==> config.mk <==
export PLATFORM = sky130hd
export DESIGN_NAME = seq_divider_32bit
export DESIGN_NICKNAME = d
export VERILOG_FILES = /design/src/rtl/div_pkg.sv /design/src/rtl/div_trial_sub.sv /design/src/rtl/seq_divider_32bit.sv
export SDC_FILE = /design/constraint.sdc
export NUM_CORES = 1
export LEC_CHECK = 0
export BUFFER_PORTS_ARGS = -buffer_cell sky130_fd_sc_hd__buf_2
export CAP_MARGIN = 0
export CORE_ASPECT_RATIO = 1.5
export CORE_MARGIN = 10
export CORE_UTILIZATION = 49
export DETAILED_ROUTE_END_ITERATION = 12
export PLACE_DENSITY = 0.75
export SLEW_MARGIN = 20
export SYNTH_ARGS = -nofsm -noshare
export SYNTH_HDL_FRONTEND = slang
export SYNTH_HIERARCHICAL = 1
export SYNTH_SLANG_ARGS = --single-unit
==> constraint.sdc <==
create_clock -name clk -period 14.27 [get_ports clk]
set_input_delay 2.854 -clock clk [delete_from_list [all_inputs] [get_ports clk]]
set_output_delay 2.854 -clock clk [all_outputs]
set_load 0.05 [all_outputs]
==> src/rtl/div_pkg.sv <==
// Shared types and constants for the sequential restoring divider.
package div_pkg;

    localparam int unsigned DIV_WIDTH = 32;

    // Quotient reported when the divisor is zero.
    localparam logic [DIV_WIDTH-1:0] DIVZ_QUOTIENT = '1;

    typedef enum logic [1:0] {
        IDLE = 2'd0,
        CALC = 2'd1,
        DONE = 2'd2
    } div_state_t;

endpackage

==> src/rtl/div_trial_sub.sv <==
// Combinational trial subtract a - b as a + ~b + 1 in propagate/generate form.
module div_trial_sub #(
    parameter int unsigned N = 33
) (
    input  logic [N-1:0] a,
    input  logic [N-1:0] b,
    output logic [N-1:0] diff,
    output logic         borrow
);

    logic [N-1:0] p;
    logic [N-1:0] g;
    logic [N:0]   c;

    // Ripple the carry through the p/g terms; a missing carry-out means a borrow.
    always_comb begin
        p    = a ^ ~b;
        g    = a & ~b;
        c    = '0;
        c[0] = 1'b1;
        for (int i = 0; i < int'(N); i++) begin
            c[i+1] = g[i] | (p[i] & c[i]);
        end
        diff   = p ^ c[N-1:0];
        borrow = ~c[N];
    end

endmodule

==> src/rtl/seq_divider_32bit.sv <==
// Multi-cycle unsigned restoring divider, one quotient bit per clock.
module seq_divider_32bit
    import div_pkg::*;
#(
    parameter int unsigned WIDTH = DIV_WIDTH
) (
    input  logic             clk,
    input  logic             rst_n,
    input  logic             in_valid,
    output logic             in_ready,
    input  logic [WIDTH-1:0] dividend,
    input  logic [WIDTH-1:0] divisor,
    output logic             out_valid,
    input  logic             out_ready,
    output logic [WIDTH-1:0] quotient,
    output logic [WIDTH-1:0] remainder,
    output logic             div_by_zero
);

    localparam int unsigned CW = $clog2(WIDTH);

    div_state_t       state;
    div_state_t       next_state;
    logic             in_ready_d;
    logic             out_valid_d;

    logic [CW-1:0]    counter;
    logic [WIDTH-1:0] rem;
    logic [WIDTH-1:0] q_sh;
    logic [WIDTH-1:0] divisor_r;

    logic             accept;
    logic             last_step;
    logic [WIDTH:0]   trial_diff;
    logic             trial_borrow;
    logic             trial_neg;
    logic [WIDTH-1:0] rem_step;
    logic [WIDTH-1:0] q_step;

    assign accept    = in_valid & in_ready;
    assign last_step = (counter == CW'(WIDTH - 1));

    div_trial_sub #(
        .N (WIDTH + 1)
    ) u_trial (
        .a      ({rem, q_sh[WIDTH-1]}),
        .b      ({1'b0, divisor_r}),
        .diff   (trial_diff),
        .borrow (trial_borrow)
    );

    // Both flags mark a negative trial; they agree while rem < divisor holds.
    assign trial_neg = trial_borrow | trial_diff[WIDTH];
    assign rem_step  = trial_neg ? {rem[WIDTH-2:0], q_sh[WIDTH-1]} : trial_diff[WIDTH-1:0];
    assign q_step    = {q_sh[WIDTH-2:0], ~trial_neg};

    // State and handshake flag registers.
    always_ff @(posedge clk or negedge rst_n) begin
        if (!rst_n) begin
            state     <= IDLE;
            in_ready  <= 1'b1;
            out_valid <= 1'b0;
        end else begin
            state     <= next_state;
            in_ready  <= in_ready_d;
            out_valid <= out_valid_d;
        end
    end

    // Next-state logic; handshake flags follow the state being entered.
    always_comb begin
        next_state = state;
        case (state)
            IDLE: begin
                if (accept) begin
                    next_state = (divisor == '0) ? DONE : CALC;
                end
            end
            CALC: begin
                if (last_step) begin
                    next_state = DONE;
                end
            end
            DONE: begin
                if (out_ready) begin
                    next_state = IDLE;
                end
            end
            default: next_state = IDLE;
        endcase
        in_ready_d  = (next_state == IDLE);
        out_valid_d = (next_state == DONE);
    end

    // Operand capture, restoring steps and result registers.
    always_ff @(posedge clk or negedge rst_n) begin
        if (!rst_n) begin
            counter     <= '0;
            rem         <= '0;
            q_sh        <= '0;
            divisor_r   <= '0;
            quotient    <= '0;
            remainder   <= '0;
            div_by_zero <= 1'b0;
        end else if (accept) begin
            counter   <= '0;
            rem       <= '0;
            q_sh      <= dividend;
            divisor_r <= divisor;
            if (divisor == '0) begin
                quotient    <= {WIDTH{1'b1}};
                remainder   <= dividend;
                div_by_zero <= 1'b1;
            end else begin
                div_by_zero <= 1'b0;
            end
        end else if (state == CALC) begin
            rem     <= rem_step;
            q_sh    <= q_step;
            counter <= counter + CW'(1);
            if (last_step) begin
                quotient  <= q_step;
                remainder <= rem_step;
            end
        end
    end

endmodule

## Word-level counts from Yosys, hierarchy flattened

Cells that the tools add are included.

| storage, ports and cells | value |
|---|---|
| flip-flop bits (word level) | 170 |
| latch bits | 0 |
| memories | 0 |
| logic and storage cells | 116 |
| bits of input ports | 68 |
| ROM bits | 0 |
| RAM bits | 0 |
| output and inout port bits | 67 |

| operators by class | value |
|---|---|
| bitwise logic cells | 73 |
| $add $sub $neg | 1 |
| multipliers | 0 |
| divide/modulo/power cells | 0 |
| $lt $le $gt $ge | 0 |
| reduce and logical (&&, ||, !) cells | 6 |
| shift-type cells | 0 |
| equal/unequal tests | 5 |
| muxes and demuxes | 21 |

Operator list:

| operator | count |
|---|---|
| $mux W32 | 13 |
| $xor A33 B33 Y33 | 2 |
| $or A1 B1 Y1 | 34 |
| $and A1 B1 Y1 | 33 |
| $and A33 B33 Y33 | 1 |
| $not A32 Y33 | 1 |
| $logic_not A32 Y1 | 1 |
| $mux W5 | 2 |
| $mux W2 | 4 |
| $pmux W2 S3 | 1 |
| $add A5 B1 Y5 const B | 1 |
| $eq A5 B5 Y1 const B | 1 |
| $eq A2 B2 Y1 const B | 2 |
| $logic_not A2 Y1 | 2 |
| $reduce_bool A2 Y1 | 2 |
| $reduce_and A3 Y1 | 1 |
| $eq A2 B1 Y1 const B | 1 |
| $ne A2 B1 Y1 const B | 1 |
| $not A1 Y1 | 2 |
| $mux W1 | 1 |

## Depth between registers and ports, before layout

Gate-level depths: netlist of the first run.

| logic depth | value |
|---|---|
| depth after elaboration | 73 |
| mapped depth | 40 |
| mapped depth without buffers | 39 |

## By module

Netlist of the first run, hierarchy kept.

By module, submodules not included:

| module | cells an instance | instances | area each (µm²) | seq. area each (µm²) |
|---|---|---|---|---|
| seq_divider_32bit | 720 | 1 | 7,328.3 | 4,255.3 |
| div_trial_sub | 99 | 1 | 900.9 | 0.0 |

## Worst setup path before layout of the first run

Ideal clock, no wire load.

| timing | value |
|---|---|
| path kind | reg-to-reg |
| start | reg q_sh[31] |
| end | reg remainder[0] |
| buffers on the path | 1 |
| cell stages (with the launch flop) | 41 |
| clock period less this slack | 14.087 ns |
| data required time | 14.144 ns |
| setup slack | 0.183 ns |
| library setup time | 0.126 ns |
| data arrival time | 13.961 ns |
| cell sequence | dfrtp_1 -> inv_1 -> ha_1 -> fa_1 -> fa_1 -> fa_1 -> fa_1 -> fa_1 -> fa_1 -> fa_1 -> fa_1 -> fa_1 -> fa_1 -> fa_1 -> fa_1 -> fa_1 -> fa_1 -> fa_1 -> (+5 left out) -> fa_1 -> fa_1 -> fa_1 -> fa_1 -> fa_1 -> fa_1 -> fa_1 -> fa_1 -> fa_1 -> fa_1 -> fa_1 -> fa_1 -> inv_1 -> nor2_2 -> buf_2 -> mux2i_1 -> nor2_1 -> a221o_1 |

| on the way | value |
|---|---|
| elaborated cells between the ends (all ways) | 74 |
| those cells by class | mux (4); bitwise (70) |

RTL lines:

| item | RTL line | source |
|---|---|---|
| start: declaration | seq_divider_32bit.sv:29 | `logic [WIDTH-1:0] q_sh;` |
| start signal: assignment | seq_divider_32bit.sv:108 | `q_sh <= dividend;` |
| start signal: assignment | seq_divider_32bit.sv:119 | `q_sh <= q_step;` |
| $and A33 B33 Y33 / $xor A33 B33 Y33 (equally long branches) | div_trial_sub.sv:18, div_trial_sub.sv:17 |  |
| $or A1 B1 Y1 * | div_trial_sub.sv:22 | `c[i+1] = g[i] \| (p[i] & c[i]);` |
| $and A1 B1 Y1 * | div_trial_sub.sv:22 |  |
| $or A1 B1 Y1 * | div_trial_sub.sv:22 |  |
| $and A1 B1 Y1 * | div_trial_sub.sv:22 |  |
| $or A1 B1 Y1 * | div_trial_sub.sv:22 |  |
| $and A1 B1 Y1 * | div_trial_sub.sv:22 |  |
| $or A1 B1 Y1 * | div_trial_sub.sv:22 |  |
| (+55 left out) | -- |  |
| $or A1 B1 Y1 * | div_trial_sub.sv:22 |  |
| $xor A33 B33 Y33 * | div_trial_sub.sv:24 | `diff = p ^ c[N-1:0];` |
| net trial_diff[32] | seq_divider_32bit.sv:34 | `logic [WIDTH:0] trial_diff;` |
| $or A1 B1 Y1 * | seq_divider_32bit.sv:53 | `assign trial_neg = trial_borrow \| trial_diff[WIDTH];` |
| $mux W32 * | seq_divider_32bit.sv:54 | `assign rem_step = trial_neg ? {rem[WIDTH-2:0], q_sh[WIDTH-1]} : trial_diff[WIDTH-1:0];` |
| $mux W32 * | seq_divider_32bit.sv:121 | `if (last_step) begin` |
| $mux W32 * | seq_divider_32bit.sv:117 | `end else if (state == CALC) begin` |
| $mux W32 * | seq_divider_32bit.sv:105 | `end else if (accept) begin` |
| end signal: assignment | seq_divider_32bit.sv:112 | `remainder <= dividend;` |
| end signal: assignment | seq_divider_32bit.sv:123 | `remainder <= rem_step;` |
| end: declaration | seq_divider_32bit.sv:16 | `output logic [WIDTH-1:0] remainder,` |

Mark *: on every way through the listed nets, which the timed path passes. The rest lies on a longest branch. The select of a mux whose other input is x is not followed.
A chain may end at the register's enable or synchronous reset.

## Worst setup path in the final report of the first run

| timing | value |
|---|---|
| start | reg q_sh[31] |
| end | reg remainder[29] |

The elaborated chain is that of the path after synthesis.

==> results of run 1 <==
## cells in the final DEF, fill, tap and decap left out, types with 3 or more instances in the layout
master / count
a211oi_1: 32
a21oi_1: 31
a221o_1: 32
buf_12: 3
buf_2: 133
buf_4: 40
bufinv_16: 3
clkbuf_16: 17
clkinv_4: 3
dfrtp_1: 169
fa_1: 14
fa_2: 18
ha_1: 3
inv_1: 66
inv_6: 5
mux2i_1: 62
mux2i_2: 4
nand2_1: 138
nand3_1: 3
nand4_1: 3
nor2_1: 131
nor4_1: 8
o21ai_0: 33
## path summary, 6_finish.rpt
| check | from | endpoint | slack (ns) | depth (start not counted) |
|---|---|---|---|---|
| max in group asynchronous | rst_n | rem[23] | 10.41 | 2 |
| setup / recovery | q_sh[31] | remainder[29] | 0.37 | 41 |
| hold reg to reg | quotient[31] | quotient[31] | 0.50 | 2 |
| min in group asynchronous | rst_n | quotient[5] | 2.51 | 1 |
| setup reg to reg | q_sh[31] | remainder[29] | 0.37 | 41 |
| hold / removal | quotient[31] | quotient[31] | 0.50 | 2 |
## metal layers
| layer | vias to the layer above | GRT usage | wire, µm |
|---|---|---|---|
| li1 | 3020 | - | - |
| met1 | 3074 | 0.226 | 8630 |
| met2 | 162 | 0.321 | 10800 |
| met3 | 45 | 0.0450 | 1220 |
| met4 | 0 | 0.0709 | 698 |
| met5 | - | 0 | 0 |
## flip-flops by register name, summed over array words and instances (netlist names)
| name | cells |
|---|---|
| counter | 5 |
| divisor_r | 32 |
| rem | 32 |
| quotient | 32 |
| out_valid | 1 |
| remainder | 32 |
| in_ready | 1 |
| state | 2 |
| q_sh | 32 |
| div_by_zero | 1 |
## critical path: cells and delay by family (launching register included)
family / cells / cell delay, ns
flip-flops: 1 / 0.34
AND/OR/NAND/NOR: 2 / 0.32
multiplexers: 1 / 0.23
AO/OA/AOI/OAI: 1 / 0.28
buffers and inverters: 4 / 0.40
adder cells (fa/ha/maj): 33 / 12.20
## repair_timing
action	4_1_cts	5_1_grt
pin swaps	1	1
cloned	1	0
resized for setup	11	12
setup endpoints to repair	64	66
setup buffers	2	0
## area by class of cell
| cell class | count | share of cell area |
|---|---|---|
| flip-flops and latches | 170 | 0.425 |
| well taps | 210 | 0.0262 |
| repair buffers | 179 | 0.108 |
| clock buffers | 18 | 0.0438 |
| clock inverters | 14 | 0.0183 |
| multi-input cells | 531 | 0.355 |
| diodes | 1 | 0.000250 |
| inverters | 66 | 0.0247 |
## power by group through the flow
stage	Sequential [mW]	Combinational [mW]	Clock [mW]
CTS	0.844	1.47	0.493
floorplan	0.991	0.753	0
detailed placement	0.848	1.39	0
finish	0.848	1.49	0.489
global route	0.873	1.65	0.514
global placement	0.841	1.35	0
## kinds of logic (layout without fill, tap and decap cells)
| group | Yosys count | after routing |
|---|---|---|
| simple gates | 294 | 294 |
| flops | 170 | 170 |
| compound gates | 132 | 132 |
| buf+inv | 118 | 277 |
| mux | 66 | 66 |
| fa+ha+maj | 35 | 35 |
| xor+xnor | 3 | 3 |
| other cells | 1 | 2 |
## per-stage QoR
step	cells	setup slack, ns	total power, mW
6_report	1189	0.373	2.83
4_1_cts	1188	0.0415	2.81
3_5_place_dp	1153	-0.230	2.24
2_1_floorplan	819	0.183	1.74
3_3_place_gp	1153	-0.0838	2.19
5_1_grt	1189	0.00982	3.03
==> impl_results.md, run 1 <==
* Iter 0 DRT Violations at 480
* Max_slew headroom at 0.314
* Max-Cap Viols at 0
* CP Max Fanout at 5
* Status: completed
* Row Count at 58
* Synth Area in Simple Gates at 0.143
* Post-route DRC at 0
* Worst EP arrival at 14.20 ns
* Area after DPL at 9280 µm²
* Synth Area in XOR/XNOR at 0.00319
* Prevailing post-synth register cell: dfrtp_1
* Hold Buf Count CTS at 0
* Root Buffer: clkbuf_16
* Die height at 179 µm
* Routed wire length at 21.3 mm
* RSZ-0062 raised after global routing: false
* Max Clk Rate at 72.0 MHz
* Clock Sinks at 170
* Vias in the first global route at 6558
* Core Area at 16600 µm²
* Startpoint types: register
* Vias per cell at 5.30
* Final Hold Viols at 0
* Multi-input logic area at 3550 µm²
* Final Cell Area at 10000 µm²
* Area grow syn2layout at 21.8%
* Top-count cell post-synth: dfrtp_1
* Total GRT Usage at 0.188
* Initial antenna violation count at 1
* DRT Pass-1 Iters at 6
* Final setup TNS at 0 ns
* Die footprint at 22500 µm²
* Synth top cells by count: dfrtp_1 (169), nand2_1 (138), nor2_1 (131)
* Post-synth EDFFs at 0
* Starting density of the core at 0.495
* Sw Share at 0.416
* WL per Instance at 17.9 µm
* Tcrit/Tclk final at 0.974
* Detailed placement HPWL at 14.3 mm
* CTS clk-pin slew, worst paths at 0.07 ns
* Vias at 6301
* Internal power at 1.65 mW
* Fraction of registers with async set/reset at 1.00
* Max-slew violation count at 0
* Fin util at 0.603
* Congestion Overflow GR at 0
* Worst slew pin tran at 1.03 ns
* Crit. End Element: register
* Sequential area share after synthesis at 0.517
* Synth Cell Area at 8230 µm²
* Leakage at 5.06 nW
* IO Port Bufs at 134
* Fin nets at 1068
* Main combinational cell family by area after synthesis: simple AND/OR/NAND/NOR gates
* P per Cell Area at 282 nW/µm²
* Hold Worst Slack at 0.495 ns
* Largest net degree at the start of global routing at 116
* Routability congestion estimate at 0.872
* Num CTS Buffers at 17
* Global-route wire length before repair at 34.5 mm
* Crit-path most repeated cell: fa_2
* Sequential Area at 4260 µm²
* Ys Warns at 6
* Final Skew at 0.00993 ns
* Die Wd at 126 µm
* Critical path class: register to register
* Syn Nets at 922
* Leading post-synthesis cells by cell area: dfrtp_1 (51%), mux2i_1 (8.0%), fa_1 (7.8%)
* Clk pwr share at 0.173
* Yosys cell types at 34
* Synth Area in Adders at 0.0824
* Post-synthesis compound-gate area fraction at 0.112
* Final ANT Viol Nets at 0
* Post-synth top area cell: dfrtp_1
* CP peak stage delay at 0.49 ns
* Worst skew pair latency at 0.43 ns
* Syn Inst Count at 819
* Yosys top cell area share at 0.514
* Synth Area per Inst at 10.0 µm²
* Slowest-stage cell, CP: fa_1
* H-tree Lvls at 4
* Sequential share of power at 0.299
* CTS Buffer Depth at 2
* Setup violations, final at 0
* Yosys reg bits at 170
* Fill cells at 1335
* Hold WC Path Type: register to register
* Min Tclk post-route at 13.90 ns
* I/O pins at 135
* CTS tree: done
* Share of post-route cells with drive strength above 1 at 0.246
* Worst Path Required at 14.58 ns
* Worst vdd ir at 0.000119 V
* Power share of the combinational group at 0.528
* Mux share of post-synthesis cell area at 0.0803
* Sw Pwr at 1.18 mW
Note: power is estimated with default switching activity, not from simulation.
==> inputs of run 2 (changes only) <==
- PLACE_DENSITY: 0.75 -> 0.74
- SETUP_SLACK_MARGIN: default -> 0.05
- SYNTH_HIERARCHICAL: 1 -> default
==> impl_results.md, run 2 <==
* Worst skew pair latency at 0.43 ns (about the same)
* Leakage at 4.09 nW (-19%)
* Ys Warns at 0 (-6)
* WL per Instance at 20.2 µm (+13%)
* Fraction of registers with async set/reset at 1.00 (unchanged)
* Final Hold Viols at 0 (unchanged)
* Slowest-stage cell, CP: fa_1
* Vias per cell at 5.86 (+11%)
* Worst slew pin tran at 1.06 ns (+0.0329 ns)
* Launching point of the worst reg2reg path: q_sh[31]
* Final setup TNS at 0 ns (unchanged)
* Critical path class: register to register
* DRT Pass-1 Iters at 5 (-1)
* Power share of the combinational group at 0.532 (+0.004)
* Sequential share of power at 0.300 (about the same)
* Sequential area share after synthesis at 0.506 (-0.0115)
* Routability congestion estimate at 0.805 (-7.7%)
* Sw Pwr at 1.17 mW (-0.52%)
* Crit. End Element: register
* CTS clk-pin slew, worst paths at 0.06 ns (about the same)
* Leading post-synthesis cells by cell area: dfrtp_1 (50%), fa_1 (7.4%), nor2_1 (5.8%)
* I/O pins at 135 (unchanged)
* Final Skew at 0.0103 ns (+0.000401 ns)
* CTS Buffer Depth at 2 (unchanged)
* Max-Cap Viols at 0 (unchanged)
* Num CTS Buffers at 17 (unchanged)
* Syn Nets at 980 (+6.3%)
* Clk pwr share at 0.168 (-0.005)
* Root Buffer: clkbuf_16
* Reg2Reg Capture Point: remainder[23]
* Max-slew violation count at 0 (unchanged)
* Worst EP arrival at 14.11 ns (-0.09 ns)
* Status: completed
* Commonest cells after routing, fill and taps aside: dfrtp_1 (169), buf_2 (133), nor2_1 (130)
* Worst reg2reg setup slack at 0.43 ns (+0.06 ns)
* Share of post-route cells with drive strength above 1 at 0.210 (-0.0363)
* Hold WC Path Type: register to register
* Total GRT Usage at 0.208 (+0.0193)
* Syn Inst Count at 878 (+7.2%)
* Worst Path Required at 14.54 ns (-0.04 ns)
* Post-synth EDFFs at 0 (unchanged)
* Internal power at 1.62 mW (-1.8%)
* Routed wire length at 24.3 mm (+14%)
* Crit-path most repeated cell: fa_1
* Hold Crit Depth at 2 (unchanged)
* Worst Reg2Reg Path Length in Cells at 41 (unchanged)
* Core Area at 16800 µm² (+1.3%)
* Starting density of the core at 0.500 (+0.00467)
* Detailed placement HPWL at 16.5 mm (+15%)
* Initial antenna violation count at 0 (-1)
* ANT cells at 0 (-1)
* Largest net degree at the start of global routing at 106 (-8.6%)
* Setup violations, final at 0 (unchanged)
* CP peak stage delay at 0.41 ns (-0.08 ns)
* Iter 0 DRT Violations at 665 (+39%)
* Die footprint at 22900 µm² (+2.0%)
* Congestion Overflow GR at 0 (unchanged)
* Vias at 7033 (+12%)
* Synth top cells by count: dfrtp_1 (169), nor2_1 (131), nand2_1 (117)
* Synth Area per Inst at 9.58 µm² (-4.6%)
* Prevailing post-synth register cell: dfrtp_1
* Sw Share at 0.419 (+0.00309)
* H-tree Lvls at 4 (unchanged)
* Yosys top cell area share at 0.503 (-0.0114)
* Max Clk Rate at 72.2 MHz (+0.40%)
* CP Max Fanout at 5 (unchanged)
* P per Cell Area at 279 nW/µm² (-1.0%)
* Clock Sinks at 170 (unchanged)
* Worst vdd ir at 0.000163 V (+37%)
* IO Port Bufs at 134 (unchanged)
* Global-route wire length before repair at 38.2 mm (+11%)
* Post-synth top area cell: dfrtp_1
* Synth Cell Area at 8420 µm² (+2.3%)
* Final ANT Viol Nets at 0 (unchanged)
* Hold worst-path end: divisor_r[0]
* Fin util at 0.594 (-0.00914)
* Vias in the first global route at 7111 (+8.4%)
* Max_slew headroom at 0.290 (-0.0236)
* RSZ-0062 raised after global routing: false
* Tcrit/Tclk final at 0.970 (-0.00389)
* Yosys reg bits at 170 (unchanged)
* CTS tree: done
* Die Wd at 127 µm (+0.95%)
* Commonest non-fill, non-tap cell in the layout: dfrtp_1
* Die height at 181 µm (+1.0%)
* Startpoint types: register
* Min Tclk post-route at 13.84 ns (-0.0555 ns)
* Worst Hold Launch: divisor_r[0]
* Post-route DRC at 0 (unchanged)
* Top-count cell post-synth: dfrtp_1
* Row Count at 58 (unchanged)
* Area grow syn2layout at 18.8%
* Fin nets at 1081 (+1.2%)
* Yosys cell types at 38 (+12%)
[run 2: cell type report]
type,count,area [µm²]
Clock buffer,23,468
Clock inverter,7,118
Fill cell,1454,6840
Inverter,34,128
Multi-Input combinational cell,604,3890
Sequential cell,170,4260
Tap cell,210,263
Timing Repair Buffer,152,875
[run 2: power groups by stage]
stage | clock network [mW] | registers, mW | logic [mW]
detailed placement | 0 | 0.836 | 1.20
global placement | 0 | 0.830 | 1.16
finish | 0.469 | 0.839 | 1.49
floorplan | 0 | 0.928 | 0.810
CTS | 0.477 | 0.829 | 1.21
global route | 0.495 | 0.864 | 1.62
[run 2: kinds of logic after synthesis]
logic type / synth area share
simple gates: 0.148
compound gates: 0.171
flops: 0.506
buf+inv: 0.0529
fa+ha+maj: 0.0782
mux: 0.0381
xor+xnor: 0.00639
[run 2: stage by stage]
step           std cells  worst slack [ns]  hold slack [ns]  power, mW  cell area, µm²
2_1_floorplan        878              1.09            0.450       1.74            8420
3_3_place_gp        1166             0.686            0.456       1.98            9160
3_5_place_dp        1166             0.322            0.476       2.04            9160
4_1_cts             1196             0.256            0.492       2.52            9750
5_1_grt             1200            0.0578            0.508       2.98           10000
6_report            1200             0.429            0.489       2.79           10000
[run 2: per-layer routing]
metal / global-route usage / vias up / part of all wire
met1: 0.244 / 3490 / 0.38
met4: 0.104 / 0 / 0.040
met5: 0 / - / 0
li1: - / 3242 / -
met3: 0.0474 / 50 / 0.060
met2: 0.346 / 251 / 0.52
[run 2: how the worst max path moves through the flow]
stage,startpoint,to,slack [ns]
final,q_sh[31],remainder[23],0.43
after global routing,q_sh[31],remainder[25],0.06
after CTS,q_sh[31],remainder[22],0.26
after floorplan,q_sh[31],remainder[23],1.09
after detailed placement,q_sh[31],remainder[22],0.32
after global placement,q_sh[31],remainder[8],0.69
[run 2: worst max-delay path: cells and delay by family (launching register included)]
| family | cells | cell delay, ns |
|---|---|---|
| AOI/OAI and AO/OA | 2 | 0.21 |
| xor gates and xnor gates | 1 | 0.22 |
| adders and majority gates | 32 | 12.06 |
| buffers and inverters | 5 | 0.52 |
| DFF | 1 | 0.38 |
| muxes | 1 | 0.24 |
[run 2: timing repair]
action,4_1_cts,5_1_grt
hold buffers,0,0
setup buffers,0,4
setup endpoints to repair,0,63
resized for setup,0,40
==> inputs of run 3 (changes only) <==
- PLACE_DENSITY: 0.74 -> 0.75
==> impl_results.md, run 3 (same netlist as run 2, synthesis figures left out) <==
* Status: completed
* Setup violations, final at 0 (unchanged)
* Tcrit/Tclk final at 0.967 (-0.00320)
* Final Non-Filler Cells at 1198 (-0.17%)
* Final ANT Viol Nets at 0 (unchanged)
* DRT Pass-1 Iters at 5 (unchanged)
* Worst skew pair latency at 0.44 ns (about the same)
* I/O pins at 135 (unchanged)
* Initial antenna violation count at 0 (unchanged)
* Max_slew headroom at 0.328 (+0.0379)
* Hold Worst Slack at 0.484 ns (-0.00495 ns)
* Slowest-stage cell, CP: fa_1
* Post-route DRC at 0 (unchanged)
* Detailed placement HPWL at 16.1 mm (-2.6%)
* Crit-path most repeated cell: fa_1
* ANT cells at 0 (unchanged)
* Critical path class: register to register
* Final Skew at 0.00830 ns (-0.00203 ns)
* Final Cell Area at 9810 µm² (-1.9%)
* CP peak stage delay at 0.41 ns (about the same)
* Worst reg2reg setup slack at 0.47 ns (+0.05 ns)
* Die Wd at 127 µm (unchanged)
* Iter 0 DRT Violations at 634 (-4.7%)
* Root Buffer: clkbuf_16
* Worst Path Required at 14.54 ns (about the same)
* Overall Power at 2.57 mW (-8.2%)
* Vias at 6968 (-0.92%)
* CTS clk-pin slew, worst paths at 0.06 ns (about the same)
* Max Clk Rate at 72.5 MHz (+0.33%)
* Startpoint types: register
* Vias per cell at 5.82 (-0.76%)
* Routability congestion estimate at 0.827 (+2.8%)
* Share of post-route cells with drive strength above 1 at 0.194 (-0.0158)
* Crit. End Element: register
* P per Cell Area at 262 nW/µm² (-6.4%)
* Starting density of the core at 0.500 (unchanged)
* Die footprint at 22900 µm² (unchanged)
* CTS Buffer Depth at 2 (unchanged)
* Met2 routed WL at 12.5 mm (-0.18%)
* Min Tclk post-route at 13.80 ns (-0.0456 ns)
* Vias in the first global route at 7032 (-1.1%)
* Total GRT Usage at 0.206 (-0.00180)
* Hold Buf Count CTS at 0 (unchanged)
* Final Hold Viols at 0 (unchanged)
* Worst vdd ir at 0.000129 V (-21%)
* Clock Sinks at 170 (unchanged)
* Fill cells at 1491 (+2.5%)
* Die height at 181 µm (unchanged)
* Top Metal Used: met4
* Met1 WL at 9.27 mm (-0.71%)
* Commonest non-fill, non-tap cell in the layout: dfrtp_1
* Worst EP arrival at 14.07 ns (-0.04 ns)
* Placed cell count at 1165 (-0.086%)
* Congestion Overflow GR at 0 (unchanged)
* WL per Instance at 20.0 µm (-1.0%)
* H-tree Lvls at 4 (unchanged)
* Worst slew pin tran at 1.01 ns (-0.0544 ns)
* RSZ-0062 raised after global routing: true
* Leakage at 4.07 nW (-0.48%)
* Area grow syn2layout at 16.6%
* Max-Cap Viols at 0 (unchanged)
* Core Area at 16800 µm² (unchanged)
* Largest net degree at the start of global routing at 99 (-6.6%)
* IO Port Bufs at 134 (unchanged)
* CTS tree: done
* Commonest cells after routing, fill and taps aside: dfrtp_1 (169), buf_2 (133), nor2_1 (130)
* Met3 Wirelength at 1.50 mm (+3.4%)
* CP Max Fanout at 17 (+12)
* Hold WC Path Type: register to register
* Global-route wire length before repair at 38.0 mm (-0.49%)
* Row Count at 58 (unchanged)
* Num CTS Buffers at 17 (unchanged)
* Routed wire length at 24.0 mm (-1.2%)
* Area after DPL at 9170 µm² (about the same)
* Fin nets at 1078 (-0.28%)
* Max-slew violation count at 0 (unchanged)
* Final setup TNS at 0 ns (unchanged)
-- run 3: worst paths after layout --
check,from,endpoint,depth (start not counted)
max in group asynchronous,rst_n,divisor_r[22],2
setup reg to reg,q_sh[31],remainder[21],40
hold reg to reg,div_by_zero,div_by_zero,2
min in group asynchronous,rst_n,quotient[23],1
hold / removal,div_by_zero,div_by_zero,2
setup / recovery,q_sh[31],remainder[21],40
-- run 3: final cells by class --
type	count	area (µm²)	share of cell area
inverters	34	128	0.0130
clock buffers	25	485	0.0495
flip-flops and latches	170	4260	0.434
multi-input cells	604	3770	0.384
repair buffers	149	820	0.0835
clock inverters	6	88.8	0.00905
well taps	210	263	0.0268
-- run 3: where the power goes --
| group | total, mW | switching, mW | internal (mW) |
|---|---|---|---|
| Sequential | 0.831 | 0.149 | 0.682 |
| Combinational | 1.28 | 0.761 | 0.515 |
| Clock | 0.458 | 0.187 | 0.271 |
| Total | 2.57 | 1.10 | 1.47 |
-- run 3: per-stage QoR --
| stage | setup WS [ns] | utilization |
|---|---|---|
| after floorplan | 1.09 | - |
| after global placement | 0.713 | 0.545 |
| after detailed placement | 0.543 | 0.545 |
| after CTS | 0.459 | 0.579 |
| after global routing | 0.0194 | 0.583 |
| final | 0.474 | 0.583 |
-- run 3: timing repair --
| item | in CTS | in global routing |
|---|---|---|
| resized for setup | 0 | 10 |
| endpoints found under the setup margin | 0 | 43 |
| buffers inserted | 0 | 1 |
-- run 3: routing by layer --
metal	vias up	GRT usage
met5	-	0
met4	0	0.0831
met3	41	0.0518
met2	219	0.349
met1	3481	0.241
li1	3227	-
-- run 3: critical path: cells and delay by family, from the launching register on --
family	cells	cell delay, ns
adder cells (fa/ha/maj)	32	12.01
buffers and inverters	4	0.45
flip-flops	1	0.38
multiplexers	1	0.32
XOR/XNOR	1	0.24
AO/OA/AOI/OAI	2	0.22
